--- config.mk ---
export PLATFORM = sky130hd
export DESIGN_NAME = sm4_key_expand
export DESIGN_NICKNAME = d
export VERILOG_FILES = /design/src/rtl/sm4_key_expand.sv
export SDC_FILE = /design/constraint.sdc
export NUM_CORES = 2
export LEC_CHECK = 0
export CAP_MARGIN = 40
export CELL_PAD_IN_SITES_DETAIL_PLACEMENT = 1
export CELL_PAD_IN_SITES_GLOBAL_PLACEMENT = 2
export CORE_MARGIN = 4
export CORE_UTILIZATION = 41
export CTS_CLUSTER_DIAMETER = 80
export CTS_CLUSTER_SIZE = 30
export DETAILED_ROUTE_END_ITERATION = 10
export PLACE_DENSITY = 0.8
export SLEW_MARGIN = 10
export SYNTH_ARGS = -nofsm -noshare
export SYNTH_HDL_FRONTEND = slang
export SYNTH_SLANG_ARGS = --single-unit
--- constraint.sdc ---
create_clock -name r_clk -period 5.85 [get_ports r_clk]
set_input_delay 0.585 -clock r_clk [delete_from_list [all_inputs] [get_ports r_clk]]
set_output_delay 0.585 -clock r_clk [all_outputs]
set_load 0.01 [all_outputs]
--- src/rtl/sm4_key_expand.sv ---
// SM4 key-schedule engine: expands a 128-bit master key into rk0..rk31 and serves
// them through a registered read port ordered for encryption or decryption.
module sm4_key_expand #(
    parameter int ROUNDS_PER_CLK = 1,
    parameter int DLY            = 1
) (
    input  logic         r_clk,
    input  logic         r_rst,
    input  logic         i_key_en,
    input  logic [127:0] i_key,
    input  logic         i_flag,
    input  logic [4:0]   i_rk_idx,
    output logic [31:0]  o_rk,
    output logic         o_busy,
    output logic         o_key_ok
);

    localparam logic [0:255][7:0] SBOX = {
        128'hd690e9fecce13db716b614c228fb2c05, 128'h2b679a762abe04c3aa44132649860699,
        128'h9c4250f491ef987a33540b43edcfac62, 128'he4b31ca9c908e89580df94fa758f3fa6,
        128'h4707a7fcf37317ba83593c19e6854fa8, 128'h686b81b27164da8bf8eb0f4b70569d35,
        128'h1e240e5e6358d1a225227c3b01217887, 128'hd40046579fd327524c3602e7a0c4c89e,
        128'heabf8ad240c738b5a3f7f2cef96115a1, 128'he0ae5da49b341a55ad933230f58cb1e3,
        128'h1df6e22e8266ca60c02923ab0d534e6f, 128'hd5db3745defd8e2f03ff6a726d6c5b51,
        128'h8d1baf92bbddbc7f11d95c411f105ad8, 128'h0ac13188a5cd7bbd2d74d012b8e5b4b0,
        128'h8969974a0c96777e65b9f109c56ec684, 128'h18f07dec3adc4d2079ee5f3ed7cb3948
    };

    localparam logic [31:0] FK0 = 32'hA3B1BAC6;
    localparam logic [31:0] FK1 = 32'h56AA3350;
    localparam logic [31:0] FK2 = 32'h677D9197;
    localparam logic [31:0] FK3 = 32'hB27022DC;

    localparam logic [4:0] CNT_STEP = 5'(ROUNDS_PER_CLK);
    localparam logic [4:0] LAST_CNT = 5'(32 - ROUNDS_PER_CLK);

    // DLY is kept for harness compatibility only; the logic itself is zero-delay.
    if (!(ROUNDS_PER_CLK == 1 || ROUNDS_PER_CLK == 2 || ROUNDS_PER_CLK == 4) || DLY < 0) begin : g_bad_param
        $error("sm4_key_expand: ROUNDS_PER_CLK must be 1, 2 or 4 and DLY non-negative");
    end

    typedef enum logic {IDLE, EXPAND} state_t;
    typedef logic [ROUNDS_PER_CLK+3:0][31:0] win_t;

    state_t      state;
    logic [4:0]  cnt;
    logic [31:0] k0, k1, k2, k3;
    logic [31:0] rk_mem [32];
    win_t        win;

    function automatic logic [31:0] tau(input logic [31:0] a);
        logic [31:0] b;
        for (int j = 0; j < 4; j++) begin
            b[8*j +: 8] = SBOX[a[8*j +: 8]];
        end
        return b;
    endfunction

    function automatic logic [31:0] l_prime(input logic [31:0] b);
        return b ^ {b[18:0], b[31:19]} ^ {b[8:0], b[31:9]};
    endfunction

    // CK byte j of round i is 7*(4i+j) mod 256; the 8-bit product wraps naturally.
    function automatic logic [31:0] ck_word(input logic [4:0] i);
        logic [7:0]  base;
        logic [31:0] w;
        base = {1'b0, i, 2'b00};
        for (int j = 0; j < 4; j++) begin
            w[31-8*j -: 8] = (base + 8'(j)) * 8'd7;
        end
        return w;
    endfunction

    function automatic win_t expand_rounds(input logic [31:0] a0, a1, a2, a3, input logic [4:0] base);
        win_t w;
        w[0] = a0;
        w[1] = a1;
        w[2] = a2;
        w[3] = a3;
        for (int r = 0; r < ROUNDS_PER_CLK; r++) begin
            w[r+4] = w[r] ^ l_prime(tau(w[r+1] ^ w[r+2] ^ w[r+3] ^ ck_word(base + 5'(r))));
        end
        return w;
    endfunction

    assign win = expand_rounds(k0, k1, k2, k3, cnt);

    always_ff @(posedge r_clk or posedge r_rst) begin
        if (r_rst) begin
            state    <= IDLE;
            cnt      <= '0;
            k0       <= '0;
            k1       <= '0;
            k2       <= '0;
            k3       <= '0;
            o_rk     <= '0;
            o_busy   <= 1'b0;
            o_key_ok <= 1'b0;
        end else begin
            o_rk <= i_flag ? rk_mem[i_rk_idx] : rk_mem[5'd31 - i_rk_idx];
            // A strobe always wins, so a strobe during expansion restarts from the new key.
            if (i_key_en) begin
                k0       <= i_key[31:0]   ^ FK0;
                k1       <= i_key[63:32]  ^ FK1;
                k2       <= i_key[95:64]  ^ FK2;
                k3       <= i_key[127:96] ^ FK3;
                cnt      <= '0;
                state    <= EXPAND;
                o_busy   <= 1'b1;
                o_key_ok <= 1'b0;
            end else if (state == EXPAND) begin
                k0  <= win[ROUNDS_PER_CLK];
                k1  <= win[ROUNDS_PER_CLK+1];
                k2  <= win[ROUNDS_PER_CLK+2];
                k3  <= win[ROUNDS_PER_CLK+3];
                cnt <= cnt + CNT_STEP;
                if (cnt == LAST_CNT) begin
                    state    <= IDLE;
                    o_busy   <= 1'b0;
                    o_key_ok <= 1'b1;
                end
            end
        end
    end

    // Round-key storage carries no reset; it is only meaningful once o_key_ok is set.
    always_ff @(posedge r_clk) begin
        if (state == EXPAND && !i_key_en) begin
            for (int r = 0; r < ROUNDS_PER_CLK; r++) begin
                rk_mem[cnt + 5'(r)] <= win[r+4];
            end
        end
    end

endmodule

==> impl_results.md <==
* Status: finished, final reports clean
* Clock latency on the worst-skew pair at between 0.7 and 0.8 ns
* Post-DP HPWL at 185 mm
* Largest area contributor in the netlist: edfxtp_1
* Final Cell Area at about 80000 µm²
* Crit share post-route at 0.988
* Synth Warn # at 0
* Overflow left after global routing at 0
* Tmin final at 5.78 ns
* CP Class: register to register
* Hold_buf cts at 0
* Area grow syn2layout at 13.6%
* #FFs+latches synth at 1192
* Synth Area in Compound Gates at 0.121
* TritonCTS clock tree: yes
* Mapped cell area at 68900 µm²
* Multi-input logic area at 32500 µm²
* Fmax at approximately 0.17 GHz
* DRC errors left at 0
* Crit end category: register
* Rows at 150
* Seq/Total Area, Yosys at 0.508
* Synth top area cells: edfxtp_1, mux4_2, dfrtp_1
* Initial Util at 0.412
* First-pass GRT wire length at 390 mm
* Post-synthesis adder-cell area fraction at 0.0106
* XOR/XNOR share of the synthesized area at 0.0333
* Sequential Area at around 35000 µm²
* TritonCTS Buffers at 60
* Main combinational cell family by area after synthesis: multiplexers
* Vias at 51.7k
* Routed vias/inst at 7.03
* Commonest non-fill, non-tap cells in the layout: edfxtp_1, mux4_2, nand2_1, buf_4, a21oi_1
* Worst slew pin tran at ~0.98 ns
* Antenna violations before repair at 8
* CP required at ~6.3 ns
* Layout Nets at 5287
* CP startpoint kind: register
* Avg Cell Area, Syn at 13.9 µm²
* CP Cell Sequence: buf_4, fa_1, ha_1, xor2_1, xor2_4, o221ai_1, o2111ai_1, nand3_1, a22o_1, xor2_1, xnor2_1, xnor2_2, buf_12
* Top_reg_cell synth: edfxtp_1
* H-tree depth at 2
* Most frequent CP cell: xor2_1
* Peak per-stage delay on the critical path at 0.66 ns
* RSZ-0062 raised after global routing: yes
* Die W at 418 µm
* Ys async rst share at 0.141
* Mux contribution to synthesized area at 0.233
* IO Count at 171
* Setup bufs post-CTS at 0
* Slew headroom at 0.342
* Worst-path cell with the longest stage delay: ha_1
* Crit path max fanout at 32
* Largest net degree at the start of global routing at between 100 and 150
* Post-Syn Nets at 5149
* Maximum buffer depth of the clock tree at 3
* Vias in the first global route at 52.2k
* Drt wl/cell at 37.2 µm
* Skew final at 0.0695 ns
* Hold Crit Class: input pin to async pin
* Max cap viols at 0
* Final ANT Viol Nets at 0
* Die H at 418 µm
* Total core area at 167000 µm²
* EDFF count, synth at 1024
* Share of layout cells above drive strength 1 at 0.251
* Fin. max-slew vios at 0
* Synth Instances at about 5k
* Most common cell after layout, fill and taps aside: edfxtp_1
* Dpl cell area at 75900 µm²
* Global Route Usage Sum at 0.307
* Count of different cell masters after synthesis at a little over 90
* Filler Cell Count at 16.6k
* First-pass iteration count of the detailed router at 6
* Post-Synth Simple-Gate Area at 0.0633
* Final Hold Fails at 0
* Setup violators final at 0
* Crit path arrival time at 6.25 ns
* Clock sinks at between 1k and 1.5k
* Port Buf Inserts at 170
* Final wirelength at 273 mm
* Placer Congestion at ~1.0
* Die area at 175000 µm²
* CTS root buf: clkbuf_16
* Top cell type's share of synthesized area at 0.447
* Initial DRC count at 7719
* Clock-pin transition on the worst setup and hold timing paths at around 0.11 ns
cell type report:
class,instances,share of cell area
antenna,5,0.000160
clock buffer,73,0.0201
clock inverter,40,0.00859
inverter,35,0.00178
multi-input combinational,3255,0.416
sequential,1192,0.447
tap,2204,0.0353
timing repair buffer,552,0.0708
through the flow:
step           std cells   util  setup slack, ns  setup TNS (ns)  hold WS [ns]
2_1_floorplan       4958      -            0.399               0         0.508
3_5_place_dp        7235  0.454            0.232               0         0.479
6_report            7356  0.468           0.0701               0         0.173
3_3_place_gp        7204  0.451            0.208               0         0.474
5_1_grt             7351  0.468          -0.0590           -1.48         0.153
4_1_cts             7348  0.468            0.193               0         0.351
critical path, delay by kind of cell (launching register included):
family          cells  cell delay (ns)
compound gates      3             1.03
xor+xnor            5             2.25
fa+ha+maj           2             1.16
buf+inv             2             0.40
flops               1             0.42
simple gates        1             0.22
state kept, by name, indices dropped and copies added, names as in the netlist:
name and cells:
cnt 5, k0 32, k1 32, k2 32
k3 32, o_busy 1, o_key_ok 1, o_rk 32
rk_mem 1024, state 1
Yosys cell counts, drive strengths merged, types with 23 or more instances:
master,number
edfxtp,1024
mux4,673
nand2,357
nor2,305
a21oi,296
clkbuf,296
o21ai,261
buf,180
dfrtp,168
xnor2,134
a211oi,119
nor3,82
mux2i,79
o211ai,71
nand3,68
a31oi,66
xor2,55
nor2b,50
a311oi,49
ha,48
o22ai,34
o311ai,32
inv,31
o221ai,30
and3,27
o2111ai,27
a21o,23
logic make-up (layout without fill, tap and decap cells):
logic type | after synthesis | in the layout
other | 0 | 5
adders and majority gates | 55 | 55
and+or+nand+nor | 980 | 980
buffers and inverters | 511 | 700
AOI/OAI and AO/OA | 1245 | 1245
DFF | 1192 | 1192
xor gates and xnor gates | 214 | 214
muxes | 761 | 761
worst paths after layout:
path,depth (start not counted),to,start,slack [ns]
hold / removal,2,k1[1]$_DFFE_PP0P_,r_rst,0.17
max in group asynchronous,4,cnt[4]$_DFFE_PP0P_,r_rst,4.21
setup / recovery,13,rk_mem[18][24]$_DFFE_PP_,cnt[1]$_DFFE_PP0P_,0.07
min in group r_clk,2,k1[4]$_DFFE_PP0P_,i_key[36],0.40
hold reg to reg,2,o_busy$_DFFE_PP0P_,o_busy$_DFFE_PP0P_,0.49
setup reg to reg,13,rk_mem[18][24]$_DFFE_PP_,cnt[1]$_DFFE_PP0P_,0.07
timing repair:
item	in CTS	in global routing
resized for setup	0	2
setup endpoints to repair	0	130
hold endpoints to repair	0	0
per-layer routing:
layer	vias to the layer above	part of all wire	GRT usage
li1	20500	-	-
met5	-	0.000040	0
met1	26700	0.38	0.417
met4	2	0.071	0.175
met2	3709	0.46	0.476
met3	806	0.094	0.0444
Power is not shown: default switching activity piles up to over one toggle a cycle in this logic, so the estimate is an artifact.
